### config.mk
export PLATFORM = sky130hd
export DESIGN_NAME = pc_fetch_unit
export DESIGN_NICKNAME = d
export VERILOG_FILES = /design/src/rtl/pc_fetch_unit.sv
export SDC_FILE = /design/constraint.sdc
export NUM_CORES = 1
export LEC_CHECK = 0
export CELL_PAD_IN_SITES_DETAIL_PLACEMENT = 0
export CELL_PAD_IN_SITES_GLOBAL_PLACEMENT = 2
export CORE_MARGIN = 1
export CORE_UTILIZATION = 29
export CTS_CLUSTER_SIZE = 30
export DETAILED_ROUTE_END_ITERATION = 8
export GPL_TIMING_DRIVEN = 0
export PLACE_DENSITY = 0.92
export REMOVE_ABC_BUFFERS = 1
export SLEW_MARGIN = 10
export SYNTH_ARGS = -nofsm -noshare
export SYNTH_HDL_FRONTEND = slang
export SYNTH_SLANG_ARGS = --single-unit
### constraint.sdc
create_clock -name clk -period 4.19 [get_ports clk]
set_clock_uncertainty 0.1 [all_clocks]
set_input_delay 0.419 -clock clk [delete_from_list [all_inputs] [get_ports clk]]
set_output_delay 0.419 -clock clk [all_outputs]
set_load 0.01 [all_outputs]
### src/rtl/pc_fetch_unit.sv
// rtl/pc_fetch_unit.sv - program counter and instruction fetch stage with req/ack memory handshake
module pc_fetch_unit #(
  parameter logic [31:0] RESET_VECTOR = 32'h0000_0000,
  parameter int unsigned PC_STEP      = 4
) (
  input  logic        clk,
  input  logic        rst,
  input  logic [1:0]  PS,
  input  logic [31:0] PC_in,
  input  logic        advance,
  input  logic [31:0] imem_data,
  input  logic        imem_ack,
  output logic [31:0] imem_addr,
  output logic        imem_rd,
  output logic [31:0] IR,
  output logic        ir_valid,
  output logic [31:0] PC,
  output logic [31:0] PC4,
  output logic        misalign,
  output logic [31:0] instr_count
);

  localparam logic [31:0] STEP = 32'(PC_STEP);

  // PS encodings
  localparam logic [1:0] PS_HOLD = 2'b00;
  localparam logic [1:0] PS_SEQ  = 2'b01;
  localparam logic [1:0] PS_ABS  = 2'b10;
  localparam logic [1:0] PS_REL  = 2'b11;

  typedef enum logic {
    ST_REQ  = 1'b0,
    ST_HOLD = 1'b1
  } state_t;

  state_t      state;
  state_t      state_nxt;
  logic        fetch_done;
  logic        take_adv;
  logic [31:0] next_pc_raw;
  logic [31:0] next_pc;
  logic        next_misaligned;

  // The fetch address is always the current PC; PC4 feeds branch-and-link.
  assign imem_addr = PC;
  assign PC4       = PC + STEP;

  // State register; reset abandons any outstanding fetch and restarts at REQ.
  always_ff @(posedge clk or negedge rst) begin
    if (!rst) begin
      state <= ST_REQ;
    end else begin
      state <= state_nxt;
    end
  end

  // Next-state and handshake decode. imem_rd is gated by rst so the request
  // drops the moment reset asserts, without waiting for a clock edge.
  always_comb begin
    state_nxt  = state;
    imem_rd    = 1'b0;
    fetch_done = 1'b0;
    take_adv   = 1'b0;
    unique case (state)
      ST_REQ: begin
        imem_rd = rst;
        if (imem_ack) begin
          fetch_done = 1'b1;
          state_nxt  = ST_HOLD;
        end
      end
      ST_HOLD: begin
        if (advance) begin
          take_adv  = 1'b1;
          state_nxt = ST_REQ;
        end
      end
      default: begin
        state_nxt = ST_REQ;
      end
    endcase
  end

  // Target selection; all arithmetic wraps modulo 2^32.
  always_comb begin
    next_pc_raw = PC;
    unique case (PS)
      PS_HOLD: next_pc_raw = PC;
      PS_SEQ:  next_pc_raw = PC + STEP;
      PS_ABS:  next_pc_raw = PC_in;
      PS_REL:  next_pc_raw = PC + {PC_in[29:0], 2'b00};
      default: next_pc_raw = PC;
    endcase
  end

  // Targets are forced onto a word boundary; the low bits only feed the flag.
  assign next_misaligned = |next_pc_raw[1:0];
  assign next_pc         = {next_pc_raw[31:2], 2'b00};

  // PC, retired-instruction counter and sticky misalignment flag move only on
  // an accepted advance.
  always_ff @(posedge clk or negedge rst) begin
    if (!rst) begin
      PC          <= RESET_VECTOR;
      instr_count <= 32'd0;
      misalign    <= 1'b0;
    end else if (take_adv) begin
      PC          <= next_pc;
      instr_count <= instr_count + 32'd1;
      if (next_misaligned) begin
        misalign <= 1'b1;
      end
    end
  end

  // Instruction register captures the acked word; valid clears on advance.
  always_ff @(posedge clk or negedge rst) begin
    if (!rst) begin
      IR       <= 32'd0;
      ir_valid <= 1'b0;
    end else if (fetch_done) begin
      IR       <= imem_data;
      ir_valid <= 1'b1;
    end else if (take_adv) begin
      ir_valid <= 1'b0;
    end
  end

endmodule

==> reports/summary.txt <==
Cell Area, Synth: 7030 µm²
initial antenna violation count: 0
Cells after DPL: 1269
largest net degree at the start of global routing: 65
CP Capture Type: output port
EDFF count, synth: 0
iteration-0 DRC count of the detailed router: 314
routed vias: 6609
worst min-delay path category: reg2reg
Buffers on Ports: 226
DPL Wire Length: 17.4 mm
register area: 2430 µm²
r2r setup slk: 0.77 ns
vias in the first global route: 6353
Slew HR: 46.7%
Max Cap Viol: 0
ys flop type: dfrtp_1
core box area: 23600 µm²
worst slew pin tran: 0.799 ns
Synth Register Bits: 97
arrival time at the worst endpoint: 3.32 ns
status: complete, no violations
Setup crit start kind: flip-flop
first-pass GRT wire length: 35.9 mm
reg-to-reg endpoint: PC[28]$_DFFE_PN0P_
static leakage: 3.94 nW
worst r2r src: PC[2]$_DFFE_PN0P_
post-CTS setup buffer count: 0
Reg2Reg Depth: 11
post-synthesis cell type count: 64
ratio of cells with drive above 1 in the final layout: 7.55%
nets: 1064
row count: 56
TritonCTS clock tree: built
die area: 24900 µm²
Initial Utilization: 29.8%
antenna-violating nets left: 0
multiplexer area fraction after synthesis: 6.58%
CTS Buffer Depth: 2
gr usage total: 18.7%
Max H-tree Level: 3
Final setup violation count: 0
gp weighted congestion: 0.857
drt wl/cell: 18.1 µm
Setup CP Type: reg2out
Filler cells: 2383
post-synthesis simple-gate area fraction: 18.3%
CTS Buf Count: 9
post-synthesis xor/xnor area fraction: 9.82%
worst skew pair latency: 0.35 ns
cells after synthesis: 790
global route overflow: 0
Area Overhead vs Synth: 37.7%
PwrDens: 562 nW/µm²
final hold violation count: 0
Final period util: 91.7%
Sum Neg Setup Slack: 0 ns
sequential share of the synthesized area: 34.5%
die width: 158 µm
RSZ-0062 raised after global routing: no
post-route insts no fill: 1287
fin util: 41.0%
Ys Warns: 0
most common cell after layout, fill and taps aside: clkdlybuf4s50_1
worst-path maximum fanout: 10
clock period minus final worst setup slack: 3.84 ns
worst setup path end: PC4[20]
Clock Sinks: 97
dpl ws: 0.615 ns
fin. max-slew vios: 0
Root Driver: clkbuf_16
largest family of logic cells by synthesized area: simple AND/OR/NAND/NOR gates
Via density: 5.14
asr flop ratio synth: 100%
Adder-Cell Fraction of Synth Area: 5.80%
Compound-Gate Fraction of Synth Area: 17.7%
commonest non-fill, non-tap cells in the layout: clkdlybuf4s50_1 (223), dfrtp_1 (97), nor2_1 (67)
Fmax: 260 MHz
residual DRC count: 0
WL final: 23.3 mm
required time worst endpoint: 3.67 ns
IO Pins: 233
Worst-path clk slew: 0.08 ns
DR pass1 iterations: 5
PnR worst setup slack: 0.348 ns
Worst Setup SP: PC[2]$_DFFE_PN0P_
Syn Area/Cell: 8.90 µm²
DIE HEIGHT: 158 µm
multi-input logic area: 4130 µm²
Peak VDD IR: 0.000266 V
metrics by stage:
step	cell area, µm²	hold slack, ns	total power [mW]
floorplan	6610	0.0234	3.11
global placement	9270	0.365	4.59
detailed placement	9390	0.251	4.62
CTS	9680	0.390	5.48
global route	9680	0.414	5.83
finish	9690	0.384	5.45
synth_stat cells, drive strengths merged (3+ instances only):
| library cell | count | area share (%) |
|---|---|---|
| clkbuf | 29 | 1.5 |
| xor2 | 26 | 3.2 |
| a221oi | 7 | 0.87 |
| nand2b | 3 | 0.27 |
| inv | 17 | 0.91 |
| o21ai | 52 | 3.7 |
| mux2 | 34 | 5.4 |
| and3 | 12 | 1.1 |
| and4 | 10 | 1.2 |
| nand4 | 20 | 2.3 |
| o21bai | 4 | 0.43 |
| or3 | 4 | 0.36 |
| mux2i | 8 | 1.1 |
| nand2 | 63 | 3.4 |
| dfrtp | 97 | 35 |
| o211ai | 5 | 0.53 |
| o22a | 5 | 0.64 |
| nand3 | 32 | 2.3 |
| a31oi | 9 | 0.80 |
| nor2b | 9 | 0.80 |
| ha | 31 | 5.5 |
| a211oi | 7 | 0.82 |
| buf | 48 | 4.8 |
| xnor2 | 52 | 6.6 |
| o22ai | 7 | 0.62 |
| o21a | 12 | 1.3 |
| nor3 | 15 | 1.1 |
| and2 | 6 | 0.55 |
| nor2 | 68 | 3.6 |
| a21o | 18 | 1.9 |
| a22oi | 4 | 0.43 |
| a21oi | 45 | 3.2 |
| nor4 | 7 | 1.0 |
power by group:
group / internal (mW) / switching, mW / leakage, nW
sequential: 1.15 / 0.417 / 1.19
clock: 0.416 / 0.425 / 0.136
combinational: 1.61 / 1.43 / 2.61
total: 3.18 / 2.27 / 3.94
final cells by class:
type / count / share of cell area, %
repair buffers: 233 / 24.6
multi-input cells: 604 / 42.6
flip-flops and latches: 97 / 25.1
inverters: 17 / 0.659
clock buffers: 9 / 2.33
clock inverters: 7 / 0.620
well taps: 319 / 4.12
diodes: 1 / 0.0258
flip-flops by register name, indices dropped and copies added (netlist names):
register     cells
PC              30
misalign         1
IR              32
instr_count     32
ir_valid         1
state            1
cell families after synthesis:
family,Yosys count
xor+xnor,78
mux,42
simple gates,252
flops,97
compound gates,194
fa+ha+maj,32
other cells,1
buf+inv,94
per-layer routing:
metal	part of all wire, %	vias up	routed length (µm)	global-route usage, %
li1	-	3163	-	-
met1	44	3205	10200	23.9
met2	47	215	11000	31.5
met3	6.8	26	1580	3.61
met4	1.9	0	433	6.29
met5	0	-	0	0
critical path, cell delays in order (launching register included):
cell             delay [ns]
dfrtp_1                0.65
ha_1                   0.35
inv_1                  0.13
nor4_4                 0.42
nand3_1                0.32
nor2_1                 0.20
xor2_1                 0.29
clkdlybuf4s50_1        0.61
worst min path at each step:
| stage | startpoint | to | cells past startpoint |
|---|---|---|---|
| after floorplan | rst | IR[0]$_DFFE_PN0P_ | 0 |
| after global placement | instr_count[31]$_DFFE_PN0P_ | instr_count[31]$_DFFE_PN0P_ | 1 |
| after detailed placement | rst | instr_count[16]$_DFFE_PN0P_ | 1 |
| after CTS | instr_count[31]$_DFFE_PN0P_ | instr_count[31]$_DFFE_PN0P_ | 1 |
| after global routing | instr_count[31]$_DFFE_PN0P_ | instr_count[31]$_DFFE_PN0P_ | 1 |
| final | instr_count[31]$_DFFE_PN0P_ | instr_count[31]$_DFFE_PN0P_ | 1 |
repair_timing:
| item | 4_1_cts | 5_1_grt |
|---|---|---|
| resized for setup | 0 | 0 |
| hold endpoints to repair | 34 | 0 |
| hold buffers | 1 | 0 |
| endpoints found under the setup margin | 0 | 0 |
Note: power is estimated with default switching activity, not from simulation.
